`src/rtl/instr_issuer_pkg.sv`:
```
// Shared definitions for the systolic-array instruction word: opcodes, field positions,
// issuer FSM states and the instruction packing helpers.
package instr_issuer_pkg;

    localparam int INSTR_W  = 64;
    localparam int OPC_MSB  = 63;
    localparam int OPC_LSB  = 59;
    localparam int ADDR_MSB = 58;
    localparam int ADDR_LSB = 43;
    localparam int DATA_MSB = 42;
    localparam int DATA_LSB = 27;

    localparam logic [4:0] OP_NONE      = 5'b00000;
    localparam logic [4:0] OP_MAC       = 5'b00001;
    localparam logic [4:0] OP_SEND_WT   = 5'b00010;
    localparam logic [4:0] OP_STORE_OUT = 5'b00011;
    localparam logic [4:0] OP_RECV_INP  = 5'b00100;
    localparam logic [4:0] OP_RECV_WT   = 5'b00101;
    localparam logic [4:0] OP_XMIT_OUT  = 5'b00110;
    localparam logic [4:0] OP_ACC_COPY  = 5'b00111;
    localparam logic [4:0] OP_NOP       = 5'b11111;

    typedef enum logic [1:0] {
        ST_IDLE     = 2'd0,
        ST_ISSUE    = 2'd1,
        ST_WAIT_DAT = 2'd2,
        ST_GAP      = 2'd3
    } issuer_state_e;

    // Bits below DATA_LSB are reserved and always zero.
    function automatic logic [INSTR_W-1:0] pack_instr(
        input logic [4:0]  op,
        input logic [15:0] addr,
        input logic [15:0] data
    );
        logic [INSTR_W-1:0] w;
        w = 64'h0;
        w[OPC_MSB:OPC_LSB]   = op;
        w[ADDR_MSB:ADDR_LSB] = addr;
        w[DATA_MSB:DATA_LSB] = data;
        return w;
    endfunction

    function automatic logic is_load_op(input logic [4:0] op);
        return (op == OP_RECV_INP) || (op == OP_RECV_WT);
    endfunction

endpackage

```
`src/rtl/instr_issuer.sv`:
```
// Burst-command expander: turns each accepted command into a run of 64-bit instructions with
// auto-incremented address, merging streamed data words for the buffer-load opcodes.
module instr_issuer
    import instr_issuer_pkg::*;
#(
    parameter int LEN_W     = 8,
    parameter int STORE_GAP = 2
) (
    input  logic                clk,
    input  logic                rst_n,
    input  logic                cmd_valid,
    output logic                cmd_ready,
    input  logic [4:0]          cmd_opcode,
    input  logic [15:0]         cmd_addr,
    input  logic [LEN_W-1:0]    cmd_len,
    input  logic                dat_valid,
    output logic                dat_ready,
    input  logic [15:0]         dat_word,
    output logic [INSTR_W-1:0]  instruction,
    output logic                busy
);

    localparam int GAP_W = (STORE_GAP < 2) ? 1 : $clog2(STORE_GAP + 1);
    localparam logic [LEN_W-1:0] LEN_ONE  = LEN_W'(1);
    localparam logic [LEN_W-1:0] LEN_ZERO = LEN_W'(0);
    localparam logic [GAP_W-1:0] GAP_INIT = GAP_W'(STORE_GAP);
    localparam logic [GAP_W-1:0] GAP_ZERO = GAP_W'(0);

    issuer_state_e         state_r;
    logic [4:0]            op_r;
    logic [15:0]           addr_r;
    logic [LEN_W-1:0]      remaining_r;
    logic [GAP_W-1:0]      gap_cnt_r;
    logic [INSTR_W-1:0]    instruction_r;
    logic                  cmd_ready_r;
    logic                  dat_ready_r;
    logic                  busy_r;

    // Issuer FSM: every output is a register updated together with the state.
    always_ff @(posedge clk or negedge rst_n) begin
        if (!rst_n) begin
            state_r       <= ST_IDLE;
            op_r          <= OP_NONE;
            addr_r        <= 16'h0;
            remaining_r   <= LEN_ZERO;
            gap_cnt_r     <= GAP_ZERO;
            instruction_r <= 64'h0;
            cmd_ready_r   <= 1'b0;
            dat_ready_r   <= 1'b0;
            busy_r        <= 1'b0;
        end else begin
            case (state_r)
                ST_IDLE: begin
                    instruction_r <= 64'h0;
                    dat_ready_r   <= 1'b0;
                    if (cmd_valid && cmd_ready_r) begin
                        op_r        <= cmd_opcode;
                        addr_r      <= cmd_addr;
                        remaining_r <= (cmd_len == LEN_ZERO) ? LEN_ONE : cmd_len;
                        cmd_ready_r <= 1'b0;
                        busy_r      <= 1'b1;
                        if (is_load_op(cmd_opcode)) begin
                            state_r     <= ST_WAIT_DAT;
                            dat_ready_r <= 1'b1;
                        end else begin
                            state_r <= ST_ISSUE;
                        end
                    end else begin
                        cmd_ready_r <= 1'b1;
                        busy_r      <= 1'b0;
                    end
                end

                ST_ISSUE: begin
                    instruction_r <= pack_instr(op_r, addr_r, 16'h0);
                    addr_r        <= addr_r + 16'h1;
                    remaining_r   <= remaining_r - LEN_ONE;
                    if (remaining_r == LEN_ONE) begin
                        if ((op_r == OP_STORE_OUT) && (STORE_GAP > 0)) begin
                            state_r   <= ST_GAP;
                            gap_cnt_r <= GAP_INIT;
                        end else begin
                            state_r     <= ST_IDLE;
                            cmd_ready_r <= 1'b1;
                            busy_r      <= 1'b0;
                        end
                    end else begin
                        state_r <= ST_ISSUE;
                    end
                end

                ST_WAIT_DAT: begin
                    if (dat_valid && dat_ready_r) begin
                        instruction_r <= pack_instr(op_r, addr_r, dat_word);
                        addr_r        <= addr_r + 16'h1;
                        remaining_r   <= remaining_r - LEN_ONE;
                        if (remaining_r == LEN_ONE) begin
                            state_r     <= ST_IDLE;
                            dat_ready_r <= 1'b0;
                            cmd_ready_r <= 1'b1;
                            busy_r      <= 1'b0;
                        end else begin
                            state_r <= ST_WAIT_DAT;
                        end
                    end else begin
                        instruction_r <= 64'h0;
                    end
                end

                // The store word itself is presented while already in GAP, so the counter
                // starts at STORE_GAP to give that many zero words with cmd_ready still low.
                ST_GAP: begin
                    instruction_r <= 64'h0;
                    if (gap_cnt_r == GAP_ZERO) begin
                        state_r     <= ST_IDLE;
                        cmd_ready_r <= 1'b1;
                        busy_r      <= 1'b0;
                    end else begin
                        gap_cnt_r <= gap_cnt_r - GAP_W'(1);
                    end
                end

                default: begin
                    state_r       <= ST_IDLE;
                    instruction_r <= 64'h0;
                    cmd_ready_r   <= 1'b0;
                    dat_ready_r   <= 1'b0;
                    busy_r        <= 1'b0;
                end
            endcase
        end
    end

    assign instruction = instruction_r;
    assign cmd_ready   = cmd_ready_r;
    assign dat_ready   = dat_ready_r;
    assign busy        = busy_r;

endmodule

```
`config.mk`:
```
export PLATFORM = sky130hd
export DESIGN_NAME = instr_issuer
export DESIGN_NICKNAME = d
export VERILOG_FILES = /design/src/rtl/instr_issuer_pkg.sv /design/src/rtl/instr_issuer.sv
export SDC_FILE = /design/constraint.sdc
export NUM_CORES = 1
export LEC_CHECK = 0
export BUFFER_PORTS_ARGS = -buffer_cell sky130_fd_sc_hd__buf_2
export CAP_MARGIN = 40
export CORE_MARGIN = 5
export CORE_UTILIZATION = 46
export DETAILED_ROUTE_END_ITERATION = 10
export PLACE_DENSITY = 0.73
export SLEW_MARGIN = 25
export SYNTH_ARGS = -nofsm -noshare
export SYNTH_HDL_FRONTEND = slang
export SYNTH_SLANG_ARGS = --single-unit
```
`constraint.sdc`:
```
create_clock -name clk -period 2.1 [get_ports clk]
set_input_delay 0.21 -clock clk [delete_from_list [all_inputs] [get_ports clk]]
set_output_delay 0.21 -clock clk [all_outputs]
set_load 0.005 [all_outputs]
```
* After elaboration in Yosys (flattened, before gate mapping)
Index checks and enable logic that the tools add are counted.
Word-level totals: bits in registers 100, bits in latches 0, memory bits (writable) 0, bits of input ports 49, ROM bits 0, word-level logic and storage cells 81, memories 0
Cells by class: order comparisons 0, reductions and logical operators 16, bitwise logic cells 0, div/mod/pow operators 0, equality and inequality tests 15, shift-type cells 0, multiply operators 0, add/sub/neg operators 3, mux-type cells 38
Operators with widths (count):
- $pmux W64 S3 | 1
- $mux W64 | 1
- $pmux W16 S3 | 1
- $mux W16 | 2
- $mux W8 | 3
- $pmux W8 S3 | 1
- $mux W2 | 10
- $add A16 B1 Y16 const B | 1
- $ne A2 B2 Y1 const B | 8
- $mux W1 | 14
- $eq A5 B3 Y1 const B | 2
- $reduce_and A3 Y1 | 3
- $eq A8 B1 Y1 const B | 1
- $logic_not A8 Y1 | 1
- $pmux W1 S4 | 2
- $pmux W2 S4 | 1
- $sub A8 B1 Y8 const B | 1
- $eq A5 B2 Y1 const B | 1
- $reduce_and A5 Y1 | 1
- $eq A2 B2 Y1 const B | 2
- $logic_not A2 Y1 | 2
- $pmux W2 S2 | 1
- $reduce_and A4 Y1 | 1
- $reduce_bool A2 Y1 | 2
- 8 further kinds | 9

* Longest topological paths before layout
Gate-level depths: netlist of the first run.
depth after elaboration 5, depth in mapped cells 7

* Least setup slack after synthesis of the first run
No wires, ideal clock.
path type reg2reg, start point register remaining_r[1], end point register gap_cnt_r[0], arrival time 2023 ps, buffers on the path 0, setup time 68 ps, clock period less this slack 2091 ps, stages on the path, launching flop included 7, path slack 9 ps, required time 2032 ps, path through dfrtp_1 inv_1 ha_1 or4b_1 or4_4 a2111o_1 nand3_1
On the way: cells in the longest elaborated chain, start to end 3
Ends and longest elaborated chain:
- from (decl) | RTL line instr_issuer.sv:32 | logic [LEN_W-1:0] remaining_r;
- from (signal assigned) | RTL line instr_issuer.sv:59 | remaining_r <= (cmd_len == LEN_ZERO) ? LEN_ONE : cmd_len;
- from (signal assigned) | RTL line instr_issuer.sv:77 | remaining_r <= remaining_r - LEN_ONE;
- from (signal assigned) | RTL line instr_issuer.sv:96 | remaining_r <= remaining_r - LEN_ONE;
- $eq A8 B1 Y1 | RTL line instr_issuer.sv:78 | if (remaining_r == LEN_ONE) begin
- $ne A2 B2 Y1 (no line)
- $reduce_and A4 Y1 (no line)
- to (signal assigned) | RTL line instr_issuer.sv:119 | gap_cnt_r <= gap_cnt_r - GAP_W'(1);
- to (decl) | RTL line instr_issuer.sv:33 | logic [GAP_W-1:0] gap_cnt_r;
No other way between the ends. A chain may end at the register's enable or synchronous reset.

* Worst setup path in the final report of the first run
Same ends and word-level chain as after synthesis.

==> flow_metrics.tcl, run 1 <==
set metrics [dict create \
    slowest_stage "or4_4" \
    synthMuxAreaShare_pct 2.67 \
    cpPeakStageDelay_ns 0.50 \
    first_pass_iters 4 \
    critical_path.endpoint "gap_cnt_r[0]$_DFFE_PN0P_" \
    clock_power_share_pct 15.8 \
    start_kind "flop" \
    syn_inst 367 \
    ant_nets 0 \
    stdcell_count 574 \
    final_common_cell "buf_2" \
    antenna_found_initial 0 \
    cp.buffers_inverters 1 \
    crit_family "simple AND/OR/NAND/NOR gates" \
    grt_util_all_layers_pct 16.7 \
    core_um2 7730 \
    p_sw_share_pct 40.7 \
    fin_crit_sh_pct 97.5 \
    n_fill_cell 703 \
    synth_cell_type_count 53 \
    synth.yosys.seq_area_share_pct 50.1 \
    yosys.area_share.simple_pct 20.8 \
    grt-ovfl-total 0 \
    die_w_um 99.1 \
    comb_power_share_pct 49.5 \
    setup_slack_ns 0.0519 \
    ios 116 \
    cts.path.max_buffers 2 \
    pre_cts_ws_ns -0.0356 \
    drt_iter0_drc 188 \
    netlist_area_um2 3650 \
    ys.flop_type "dfrtp_1" \
    syn_to_final_growth_pct 22.5 \
    grt_pass1_vias 2757 \
    ys_ff_latch 73 \
    synth_edf_count 0 \
    clock_latency_ns 0.34 \
    multi_input_area_um2 1650 \
    final-setup-viol-count 0 \
    avgSynthCellArea_um2 9.94 \
    stdcell_area_um2 4470 \
    p_sw_mw 2.77 \
    path_clk_slew_ns 0.08 \
    fin_crit_ns 2.05 \
    cts_buffers 9 \
    setup_tns_ns 0 \
    vias_per_cell 5.24 \
    design.die.area_um2 9810 \
    drc 0 \
    r2r_cells 6 \
    clock_sinks 73 \
    cts_root_buffer "clkbuf_8" \
    end_kind "flop" \
    gp_congestion 0.850 \
    routedWlPerCell_um 14.5 \
    synth_xor_xnor_area_share_pct 0 \
    min_path_type "primary input to flop" \
    place_area_um2 4220 \
    power_density_nw_per_um2 1520 \
    grt_max_degree 74 \
    rsz0062_at_grt "yes" \
    synth_top_family_by_area "simple AND/OR/NAND/NOR gates" \
    crit_required_ns 2.37 \
    hold_ws_ns 0.0767 \
    relSlewSlack_pct 54.9 \
    h-tree-depth 3 \
    start_util_pct 47.2 \
    dp.cells 556 \
    die_y_um 99.1 \
    crit_chain "inv_2 > ha_4 > or4b_4 > or4_4 > a2111o_1 > nand3_1" \
    criticalPathCategory "flop to flop" \
    nets 524 \
    worst_pin_slew_ns 0.673 \
    numPortBuffers 88 \
    p_leak_nw 2.20 \
    status "finished clean" \
    r2r_setup_slack_ns 0.05 \
    peakVddDrop_v 0.000792 \
    antennaDiodeCount 0 \
    r2r_start "remaining_r[1]$_DFFE_PN0P_" \
    detailed_place_hpwl_um 6010 \
    layout-drive-gt1-share_pct 30.5 \
    fmax_mhz 488 \
    wirelength_um 8350 \
    layout.area.seq_um2 1830 \
    clock_skew_ns 0.00829 \
    std_cell_rows 32 \
    cp_max_fo 2 \
    cts_tree "done" \
    synth-compound-area-share_pct 14.9 \
    crit_path_start "remaining_r[1]$_DFFE_PN0P_" \
    r2r_end "gap_cnt_r[0]$_DFFE_PN0P_" \
    final_hold_viol_count 0 \
    final_cell_mix "buf_2 (88), dfrtp_1 (73), conb_1 (27)" \
    ys_warn_count 0 \
    num_vias 3008 \
    p_int_mw 4.04 \
    worstPathArrival_ns 2.32 \
    slew_violations 0 \
    cap_violations 0 \
    synthArstFlopShare_pct 100 \
    synthAdderAreaFrac_pct 2.74 \
    pwr-share-seq_pct 34.7 \
    grt_pass1_wl_um 13200 \
    worst-path-stages 6 \
]
-- worst reg2reg max path, stage by stage, from the launching register on --
cell and delay [ns]:
dfrtp_1 0.39, inv_2 0.08, ha_4 0.12, or4b_4 0.44
or4_4 0.50, a2111o_1 0.38, nand3_1 0.09
-- layer usage --
layer / track usage, % / up-vias / share of wire (%)
met5: 0 / - / 0
met4: 7.46 / 0 / 2.1
met3: 3.96 / 15 / 9.5
met2: 24.1 / 150 / 44
met1: 23.7 / 1389 / 44
li1: - / 1454 / -
-- cell usage after synthesis (4+ instances only) --
library cell  count  area share [%]
o21ai_0          18             2.5
nor2b_1          25             4.3
inv_1            13             1.3
clkbuf_1         17             1.7
nand3_1          19             2.6
mux2_2            6             1.9
nand2b_1          4            0.69
and3_1            5            0.86
and2_1           15             2.6
nand4_1           6             1.0
nor2_1           16             1.6
buf_4            27             5.6
a2bb2oi_1         6             1.4
a31oi_1           5            0.86
nor3_1            5            0.69
dfrtp_1          73              50
nand2_1          20             2.1
o22ai_1           7             1.2
ha_1              8             2.7
a21oi_1          22             3.0
-- registers in the layout, summed over array words and instances, names as in the netlist --
name / cells
instruction: 37
addr_r: 16
remaining_r: 8
op_r: 5
gap_cnt_r: 2
state_r: 2
busy: 1
cmd_ready: 1
dat_ready: 1
-- stage by stage --
step                power, mW  utilization [%]
floorplan                4.60                -
global placement         5.55             54.5
detailed placement       5.66             54.5
CTS                      6.78             57.3
global route             7.39             57.8
finish                   6.81             57.8
-- what timing repair did --
action                                  4_1_cts  5_1_grt
pin swaps                                     1        2
endpoints found under the hold margin        73        0
hold buffers                                  1        0
setup buffers                                 1        0
resized for setup                             0       10
endpoints found under the setup margin        1       12
-- area by class of cell --
type                    count  area share, %
multi-input cells         262           36.9
clock inverters             7           1.60
repair buffers            108           13.9
clock buffers               9           2.77
well taps                 102           2.86
inverters                  13           1.09
flip-flops and latches     73           40.9
-- power groups by stage --
| stage | Sequential, mW | Clock, mW | Combinational, mW |
|---|---|---|---|
| 2_1_floorplan | 2.32 | 0 | 2.28 |
| 4_1_cts | 2.35 | 1.11 | 3.32 |
| 5_1_grt | 2.44 | 1.17 | 3.79 |
| 3_3_place_gp | 2.35 | 0 | 3.20 |
| 6_report | 2.37 | 1.07 | 3.37 |
| 3_5_place_dp | 2.38 | 0 | 3.29 |
-- how the worst min path moves through the flow --
stage | from | end | slack [ns] | cells after the start
after floorplan | rst_n | addr_r[0]$_DFFE_PN0P_ | -0.09 | 0
after global placement | rst_n | busy$_DFFE_PN0P_ | 0.27 | 2
after detailed placement | rst_n | instruction[37]$_DFF_PN0_ | 0.27 | 2
after CTS | dat_word[15] | instruction[42]$_DFF_PN0_ | 0.06 | 2
after global routing | dat_word[3] | instruction[30]$_DFF_PN0_ | 0.06 | 2
final | dat_word[15] | instruction[42]$_DFF_PN0_ | 0.08 | 2
-- cell families (layout without fill, tap and decap cells) --
kind of cell,after synthesis,count (layout)
muxes,9,9
AOI/OAI and AO/OA,83,83
buffers and inverters,58,137
DFF,73,73
adders and majority gates,8,8
and+or+nand+nor,135,135
other,1,27
Note: power is estimated with default switching activity, not from simulation.
==> inputs of run 2 (changes only) <==
--- a/config.mk
+++ b/config.mk
@@ -5,12 +5,13 @@
 export SDC_FILE = /design/constraint.sdc
 export NUM_CORES = 1
 export LEC_CHECK = 0
+export ABC_AREA = 1
 export BUFFER_PORTS_ARGS = -buffer_cell sky130_fd_sc_hd__buf_2
 export CAP_MARGIN = 40
 export CORE_MARGIN = 5
-export CORE_UTILIZATION = 46
+export CORE_UTILIZATION = 47
 export DETAILED_ROUTE_END_ITERATION = 10
-export PLACE_DENSITY = 0.73
+export PLACE_DENSITY = 0.74
 export SLEW_MARGIN = 25
 export SYNTH_ARGS = -nofsm -noshare
 export SYNTH_HDL_FRONTEND = slang
==> constraint.sdc (replaced) <==
create_clock -name clk -period 1.69 [get_ports clk]
set_input_delay 0.169 -clock clk [delete_from_list [all_inputs] [get_ports clk]]
set_output_delay 0.169 -clock clk [all_outputs]
set_load 0.005 [all_outputs]
==> run 2 against run 1 <==
Critical path type unchanged. Sequential share of layout area down 0.52 points. Synthesized cell count up 33%. Critical endpoint is now addr_r[5]$_DFFE_PN0P_. Clock power up 25%. Highest routed layer unchanged.
==> flow_metrics.tcl, run 2 <==
set metrics [dict create \
    cts_buffers 9 \
    grtUsageMet2_pct 26.6 \
    wirelength_um 8670 \
    synth_edf_count 0 \
    clock_latency_ns 0.35 \
    synth.area.top_cells "dfrtp_1 (48%), nand2_1 (9.8%), nor2_1 (8.4%)" \
    syn_inst 487 \
    synth.yosys.seq_area_share_pct 47.9 \
    multi_input_area_um2 1570 \
    die_w_um 100 \
    crit_required_ns 1.97 \
    antennaDiodeCount 0 \
    antenna_found_initial 0 \
    p_total_mw 3.25 \
    start_kind "flop" \
    fin_crit_ns 1.54 \
    first_pass_iters 5 \
    yosys-top-cells-count "nand2_1 (100), nor2_1 (85), dfrtp_1 (73), inv_1 (64), nand3_1 (29)" \
    n_fill_cell 695 \
    drc 0 \
    start_util_pct 48.8 \
    layout-drive-gt1-share_pct 23.5 \
    synth_cell_type_count 32 \
    pre_cts_ws_ns 0.0474 \
    setup_slack_ns 0.149 \
    setup_tns_ns 0 \
    fin_crit_sh_pct 91.2 \
    ant_nets 0 \
    nets 640 \
    drt_iter0_drc 163 \
    min_path_type "primary input to flop" \
    gp_congestion 0.885 \
    p_leak_nw 2.56 \
    busiest_layer "met2" \
    path_clk_slew_ns 0.08 \
    avgSynthCellArea_um2 7.83 \
    criticalPathCategory "flop to flop" \
    num_vias 3248 \
    std_cell_rows 32 \
    fmax_mhz 649 \
    final-setup-viol-count 0 \
    end_kind "flop" \
    grt_util_met1_pct 25.3 \
    ys.flop_type "dfrtp_1" \
    final_cell_mix "nand2_1 (99), buf_2 (88), nor2_1 (85)" \
    layout.area.seq_um2 1830 \
    cts_root_buffer "clkbuf_8" \
    clock_sinks 73 \
    r2r_cells 7 \
    detailed_place_hpwl_um 6320 \
    cts.path.max_buffers 2 \
    final_common_cell "nand2_1" \
    slew_violations 0 \
    core_um2 7810 \
    vias_per_cell 4.71 \
    ys_warn_count 0 \
    peakVddDrop_v 0.000527 \
    synth_most_common_cell "nand2_1" \
    stdcell_area_um2 4530 \
    synthArstFlopShare_pct 100 \
    clock_skew_ns 0.0103 \
    grt_util_all_layers_pct 17.7 \
    synth_top_area_share_pct 47.9 \
    numPortBuffers 88 \
    netlist_area_um2 3810 \
    cap_violations 0 \
    syn_to_final_growth_pct 18.8 \
    status "finished clean" \
    die_y_um 100 \
    synth_area_leader_cell "dfrtp_1" \
    grt_pass1_vias 3100 \
    cts_tree "done" \
    rsz0062_at_grt "no" \
    ys_ff_latch 73 \
    grt-ovfl-total 0 \
    final_hold_viol_count 0 \
    routedWlPerCell_um 12.6 \
    power_density_nw_per_um2 718 \
    h-tree-depth 3 \
    grt_pass1_wl_um 14300 \
    design.die.area_um2 10000 \
    place_area_um2 4310 \
    ios 116 \
    cp_max_fo 17 \
    largest_reg_flops 37 \
    worstPathArrival_ns 1.82 \
    holdPathStages 3 \
    grt_max_degree 74 \
    r2r_setup_slack_ns 0.15 \
    grt_util_met3_pct 3.34 \
]
run 2: final timing paths:
| check | start | endpoint |
|---|---|---|
| hold reg to reg | gap_cnt_r[1]$_DFFE_PN0P_ | gap_cnt_r[1]$_DFFE_PN0P_ |
| hold / removal | dat_word[10] | instruction[37]$_DFF_PN0_ |
| min in group asynchronous | rst_n | instruction[30]$_DFF_PN0_ |
| max in group asynchronous | rst_n | instruction[31]$_DFF_PN0_ |
| setup / recovery | state_r[0]$_DFFE_PN0P_ | addr_r[5]$_DFFE_PN0P_ |
| setup reg to reg | state_r[0]$_DFFE_PN0P_ | addr_r[5]$_DFFE_PN0P_ |
run 2: report_power, final:
part / total (mW) / leakage [nW] / internal, mW / switching (mW)
Combinational: 0.153 / 1.49 / 0.0594 / 0.0936
Clock: 1.34 / 0.0933 / 0.681 / 0.656
Sequential: 1.76 / 0.972 / 1.75 / 0.00771
Total: 3.25 / 2.56 / 2.49 / 0.758
run 2: critical path: stages (launching register included):
cell and delay [ns]:
dfrtp_1 0.40, inv_1 0.08, ha_1 0.24, nand2_1 0.14, nand3b_4 0.13, inv_4 0.18, o21ai_0 0.15, o21ai_2 0.15
run 2: logic make-up after synthesis:
family                     share of synthesized area (%)
AOI/OAI and AO/OA                                   7.88
and+or+nand+nor                                     26.9
other                                             0.0984
adders and majority gates                           2.63
DFF                                                 47.9
xor gates and xnor gates                           0.690
buffers and inverters                               13.9
run 2: layout make-up:
cell class / count / share of cell area, %
Multi-Input combinational cell: 331 / 34.6
Inverter: 69 / 5.78
Clock buffer: 11 / 2.90
Timing Repair Buffer: 99 / 12.3
Tap cell: 102 / 2.82
Sequential cell: 73 / 40.4
Clock inverter: 5 / 1.24
run 2: metrics by stage:
| step | hold slack (ns) | cells | util, % |
|---|---|---|---|
| after floorplan | -0.127 | 513 | - |
| after global routing | 0.0189 | 690 | 58.0 |
| after CTS | 0.0149 | 690 | 57.7 |
| final | 0.0188 | 690 | 58.0 |
| after global placement | 0.227 | 673 | 55.2 |
| after detailed placement | 0.233 | 673 | 55.2 |
run 2: routing by layer:
| metal | vias to the layer above | wire length (µm) |
|---|---|---|
| li1 | 1638 | - |
| met1 | 1468 | 3990 |
| met2 | 135 | 3750 |
| met3 | 7 | 851 |
| met4 | 0 | 86 |
| met5 | - | 0 |
run 2: what timing repair did:
action | in CTS | in global routing
buffers inserted | 0 | 0
hold endpoints to repair | 73 | 0
hold buffers | 1 | 0
gates resized for setup | 0 | 6
setup endpoints to repair | 0 | 24
